File: src/rtl/seq_alu.sv
// seq_alu: registered integer ALU with iterative multiply/divide behind a valid/ready port
module seq_alu #(
    parameter int DATA_W = 32,
    parameter int SH_W   = $clog2(DATA_W),
    parameter int CNT_W  = $clog2(DATA_W) + 1
) (
    input  logic              clk,
    input  logic              reset,
    input  logic              in_valid,
    output logic              in_ready,
    input  logic [3:0]        op,
    input  logic [DATA_W-1:0] in_0,
    input  logic [DATA_W-1:0] in_1,
    input  logic              flush,
    output logic [DATA_W-1:0] out,
    output logic              out_valid,
    output logic              of,
    output logic              dz
);
    localparam logic [3:0] OP_AND  = 4'd1;
    localparam logic [3:0] OP_OR   = 4'd2;
    localparam logic [3:0] OP_XOR  = 4'd3;
    localparam logic [3:0] OP_ADDS = 4'd4;
    localparam logic [3:0] OP_ADDU = 4'd5;
    localparam logic [3:0] OP_SUBS = 4'd6;
    localparam logic [3:0] OP_SUBU = 4'd7;
    localparam logic [3:0] OP_SHRL = 4'd8;
    localparam logic [3:0] OP_SHLL = 4'd9;
    localparam logic [3:0] OP_SHRA = 4'd10;
    localparam logic [3:0] OP_MULU = 4'd11;
    localparam logic [3:0] OP_DIVU = 4'd12;
    localparam logic [3:0] OP_REMU = 4'd13;

    typedef enum logic {IDLE, RUN} state_t;

    state_t            state;
    logic [CNT_W-1:0]  cnt;
    logic [3:0]        op_q;
    logic [DATA_W-1:0] hi, lo, b;
    logic [DATA_W-1:0] sum, dif, res, hi_n, lo_n;
    logic [DATA_W:0]   madd, trial;
    logic              res_of, res_dz, multi, is_mul;
    logic [SH_W-1:0]   sh;

    assign in_ready = (state == IDLE) && reset && !flush;
    assign sh       = in_1[SH_W-1:0];
    assign multi    = (op == OP_MULU) || ((op == OP_DIVU || op == OP_REMU) && in_1 != '0);
    assign is_mul   = op_q == OP_MULU;

    // single-cycle result and flags; DIVU/REMU here only cover the divide-by-zero case
    always_comb begin
        sum    = in_0 + in_1;
        dif    = in_0 - in_1;
        res    = in_0;
        res_of = 1'b0;
        res_dz = 1'b0;
        case (op)
            OP_AND:  res = in_0 & in_1;
            OP_OR:   res = in_0 | in_1;
            OP_XOR:  res = in_0 ^ in_1;
            OP_ADDS: begin
                res    = sum;
                res_of = (in_0[DATA_W-1] == in_1[DATA_W-1]) && (sum[DATA_W-1] != in_0[DATA_W-1]);
            end
            OP_ADDU: res = sum;
            OP_SUBS: begin
                res    = dif;
                res_of = (in_0[DATA_W-1] != in_1[DATA_W-1]) && (dif[DATA_W-1] != in_0[DATA_W-1]);
            end
            OP_SUBU: res = dif;
            OP_SHRL: res = in_0 >> sh;
            OP_SHLL: res = in_0 << sh;
            OP_SHRA: res = $unsigned($signed(in_0) >>> sh);
            OP_DIVU: begin
                res    = '1;
                res_dz = 1'b1;
            end
            OP_REMU: begin
                res    = in_0;
                res_dz = 1'b1;
            end
            default: res = in_0;
        endcase
    end

    // one iteration step: shift-add multiply over {hi,lo}, or restoring divide with hi=remainder, lo=quotient
    always_comb begin
        madd  = {1'b0, hi} + ({1'b0, b} & {(DATA_W+1){lo[0]}});
        trial = {hi, lo[DATA_W-1]} - {1'b0, b};
        hi_n  = is_mul ? madd[DATA_W:1]
              : trial[DATA_W] ? {hi[DATA_W-2:0], lo[DATA_W-1]} : trial[DATA_W-1:0];
        lo_n  = is_mul ? {madd[0], lo[DATA_W-1:1]} : {lo[DATA_W-2:0], ~trial[DATA_W]};
    end

    // control FSM plus registered datapath and outputs
    always_ff @(posedge clk) begin
        if (!reset) begin
            state     <= IDLE;
            cnt       <= '0;
            op_q      <= '0;
            hi        <= '0;
            lo        <= '0;
            b         <= '0;
            out       <= '0;
            out_valid <= 1'b0;
            of        <= 1'b0;
            dz        <= 1'b0;
        end else begin
            out_valid <= 1'b0;
            if (state == RUN) begin
                if (flush) begin
                    state <= IDLE;
                end else begin
                    hi  <= hi_n;
                    lo  <= lo_n;
                    cnt <= cnt + CNT_W'(1);
                    if (cnt == CNT_W'(DATA_W - 1)) begin
                        state     <= IDLE;
                        out_valid <= 1'b1;
                        out       <= (op_q == OP_REMU) ? hi_n : lo_n;
                        of        <= is_mul && (hi_n != '0);
                        dz        <= 1'b0;
                    end
                end
            end else if (in_valid && in_ready) begin
                if (multi) begin
                    state <= RUN;
                    cnt   <= '0;
                    op_q  <= op;
                    hi    <= '0;
                    lo    <= (op == OP_MULU) ? in_1 : in_0;
                    b     <= (op == OP_MULU) ? in_0 : in_1;
                end else begin
                    out       <= res;
                    of        <= res_of;
                    dz        <= res_dz;
                    out_valid <= 1'b1;
                end
            end
        end
    end
endmodule

File: config.mk
export PLATFORM = sky130hd
export DESIGN_NAME = seq_alu
export DESIGN_NICKNAME = d
export VERILOG_FILES = /design/src/rtl/seq_alu.sv
export SDC_FILE = /design/constraint.sdc
export NUM_CORES = 1
export LEC_CHECK = 0
export CORE_MARGIN = 1
export CORE_UTILIZATION = 56
export CTS_BUF_LIST = sky130_fd_sc_hd__clkbuf_8
export CTS_CLUSTER_DIAMETER = 30
export DETAILED_ROUTE_END_ITERATION = 16
export PLACE_DENSITY_LB_ADDON = 0.12
export SYNTH_ARGS = -nofsm -noshare
export SYNTH_HDL_FRONTEND = slang
export SYNTH_SLANG_ARGS = --single-unit
export TNS_END_PERCENT = 5
File: constraint.sdc
create_clock -name clk -period 11.68 [get_ports clk]
set_input_delay 3.504 -clock clk [delete_from_list [all_inputs] [get_ports clk]]
set_output_delay 3.504 -clock clk [all_outputs]
set_load 0.005 [all_outputs]
==> summary.txt <==
Timing
  • Final count of hold timing violations: 0
  • Worst-Margin Slew: around 1.3 ns
  • Setup WS post-layout: approximately 2.6 ns
  • Min Tclk post-route: around 9.0 ns
  • Fin crit share: 77.4%
  • Max_slew headroom: between 10% and 20%
  • RSZ-0062 raised after global routing: no
  • Fmax: around 110 MHz
  • Setup-failing EPs final: 0
  • Fin Clk Skew: around 0.015 ns
  • Pins Over Slew Limit: 0
  • Setup_tns: 0 ns

Clocking
  • CTS Buf Count: 17
  • Worst-path clk slew: around 0.1 ns
  • CTS tree: built
  • Post_cts resized: 0
  • Clk Latency, worst-skew pair: roughly 0.48 ns
  • CTS root buf: clkbuf_8
  • Cts hold-fix bufs: 0
  • Num Clock Sinks: between 100 and 150
  • H-tree depth: 4
  • CTS max path bufs: 2
  • Setup bufs post-CTS: 0

Routing
  • Total wire length after detailed routing: between 80000 and 90000 µm
  • Top sig layer: met5
  • Initial DRC count: roughly 3200
  • Drt wl/cell: around 25 µm
  • WL met3: ~10000 µm
  • Met2 wire len: approximately 35000 µm
  • Via count: about 23000
  • M1 WL: roughly 32000 µm
  • DRC: 0
  • 1st-pass router iterations: 9
  • Routed Antenna Nets: 0
  • Avg Vias per Cell: between 6 and 7

Layout
  • Area Overhead vs Synth: 7.09%
  • Share of cells above drive strength 1: around 6.5%
  • # nets final: 3090
  • Filler cells: between 3000 and 4000
  • Antenna diodes: 0
  • Most frequent cells in the layout: 473 x nor2_1, 309 x a21oi_1, 223 x nand2_1
  • Area of the multi-input gates: ~16000 µm²
  • FF/Latch Area: approximately 2800 µm²
  • Most common cell after layout, fill and taps aside: nor2_1

Synthesis
  • Synth Area in Simple Gates: between 20 and 25%
  • Netlist Area Pre-Place: 20100 µm²
  • Area share of fa/ha/maj cells after synthesis: a little over a tenth
  • Post-synthesis mux area share: roughly 9.1%
  • Compound-Gate Fraction of Synth Area: around 33%
  • Post-synthesis cell count: 2920
  • Syn_area_per_cell: between 6 and 7 µm²
  • Number of enable flip-flop cells after synthesis: 0
  • Yosys top cell by area: dfxtp_1
  • FFs w/ async S/R, synth: 0%
  • Synth Area in XOR/XNOR: 3.58%
  • Synthesized flop and latch total: 142
  • Register area share after synthesis: approximately 14%
  • Post-synth top flop: dfxtp_1
  • Top cell type's share of synthesized area: ~14%
  • Synth area leaders: dfxtp_1 14%, ha_1 10%, nor2_1 8.9%
  • Post-synth cell types: 95
  • Yosys warnings: 0
  • Main combinational cell family by area after synthesis: compound AO/OA/AOI/OAI gates
  • Syn_nets: around 3200

Min path
  • Min-delay worst type: reg2reg
  • Hold Path Cell Cnt: 2

Worst setup path
  • Crit-path cells: clkdlybuf4s50_1 -> buf_4 -> clkinv_2 -> nor3_1 -> clkdlybuf4s50_1
  • Worst setup SP type: input pin
  • Most frequent CP cell: clkdlybuf4s50_1
  • Reg2reg path depth: 14
  • CP Buf/Inv Count: 4
  • Crit. End Element: primary output
  • CP max-delay cell: clkdlybuf4s50_1
  • CP delay by family, top: buffers and inverters
  • Critical path required time: ~8 ns
  • Critical Path Stages: 5
  • WP data arrival: about 5.5 ns
  • Setup CP Type: in2out
  • Worst path max stage delay: 0.54 ns
  • Crit Path Max Fanout: 34

Power
  • Clk network pwr share: a little under a quarter
  • Sequential power share: between 30% and 40%
  • Total power: 1.66 mW
  • Switching Share: between 40% and 50%
  • VDD IR max: between 0.00007 and 0.00008 V
  • PD cells: roughly 77 nW/µm²
  • Leak: approximately 8.6 nW
  • Comb pwr share: between 40% and 50%
  • Switching power: 0.737 mW
  • Internal: 0.925 mW

Place
  • Port Buffers: 107
  • Setup WS pre-CTS: around 2.7 ns
  • Placer Congestion: roughly 1.1
  • HPWL Detailed: 61900 µm

Floorplan
  • Die area: 36600 µm²
  • Initial Util: a little under three fifths
  • Site row count: 68
  • I/O pin count: about 110
  • Die height: 191 µm
  • Chip width: roughly 190 µm
  • Core Region: roughly 35000 µm²

Status
  • Outcome: finished clean

Run
  • Max_cap viols: 0

Global route
  • Vias in the first global route: roughly 21000
  • Largest net degree at the start of global routing: 94
  • Initial antenna violation count: 3
  • Global Route Usage Sum: roughly 44%
  • Remaining Overflow, GRT: 0
  • First-pass GRT wire length: between 100000 and 150000 µm
==> metrics by stage <==
step	area (µm²)	instances	util [%]	hold slack (ns)
2_1_floorplan	20100	2920	-	0.450
3_5_place_dp	21100	3289	60.5	0.470
3_3_place_gp	21100	3289	60.5	0.462
6_report	21500	3321	61.6	0.485
4_1_cts	21500	3321	61.6	0.483
5_1_grt	21500	3321	61.6	0.497
==> cell families after synthesis <==
| logic type | Yosys count |
|---|---|
| AO/OA/AOI/OAI | 999 |
| XOR/XNOR | 82 |
| adder cells (fa/ha/maj) | 166 |
| buffers and inverters | 381 |
| flip-flops | 142 |
| multiplexers | 124 |
| AND/OR/NAND/NOR | 1026 |
==> power groups by stage <==
stage | registers [mW] | logic (mW) | clock network [mW]
after floorplan | 0.511 | 0.502 | 0
after global placement | 0.516 | 0.740 | 0
after detailed placement | 0.516 | 0.747 | 0
after CTS | 0.504 | 0.751 | 0.378
after global routing | 0.506 | 0.826 | 0.400
final | 0.505 | 0.781 | 0.376
==> per-layer routing <==
layer,GRT usage [%],up-vias
li1,-,10500
met1,56.4,10800
met2,67.3,1580
met3,10.4,266
met4,22.8,2
met5,0,-
==> tightest hold or removal path, stage by stage (launching register included) <==
cell and delay, ns:
dfxtp_1 0.33, nand3_1 0.06, o31ai_1 0.06
==> flip-flops by register name (all words and copies together) (netlist names) <==
name	cells
lo	32
state	1
out	32
out_valid	1
op_q	4
hi	32
of	1
b	32
cnt	6
dz	1
==> cell type report <==
cell class | instances | area share (%)
Clock buffer | 17 | 1.09
Clock inverter | 15 | 0.583
Inverter | 146 | 2.56
Multi-Input combinational cell | 2397 | 73.5
Sequential cell | 142 | 13.3
Tap cell | 455 | 2.65
Timing Repair Buffer | 149 | 6.34
==> synth_stat cells, drive strengths merged (33+ instances only) <==
| library cell | n |
|---|---|
| ha | 161 |
| buf | 42 |
| inv | 145 |
| nand2 | 224 |
| nor2 | 476 |
| clkbuf | 193 |
| a21oi | 314 |
| and2 | 42 |
| nand3 | 72 |
| dfxtp | 142 |
| a21o | 45 |
| mux4 | 45 |
| xnor2 | 49 |
| a211oi | 123 |
| o211ai | 36 |
| o21ai | 169 |
| nor3 | 79 |
| mux2i | 72 |
| a31oi | 53 |
| xor2 | 33 |
==> path summary, 6_finish.rpt <==
check,endpoint,slack [ns],from
max,in_ready,2.63,reset
max reg2reg,of,6.27,lo[0]
min reg2reg,out[27],0.48,out[27]
min,out[27],0.48,out[27]
No activity file was read; power rests on OpenSTA's default activity.
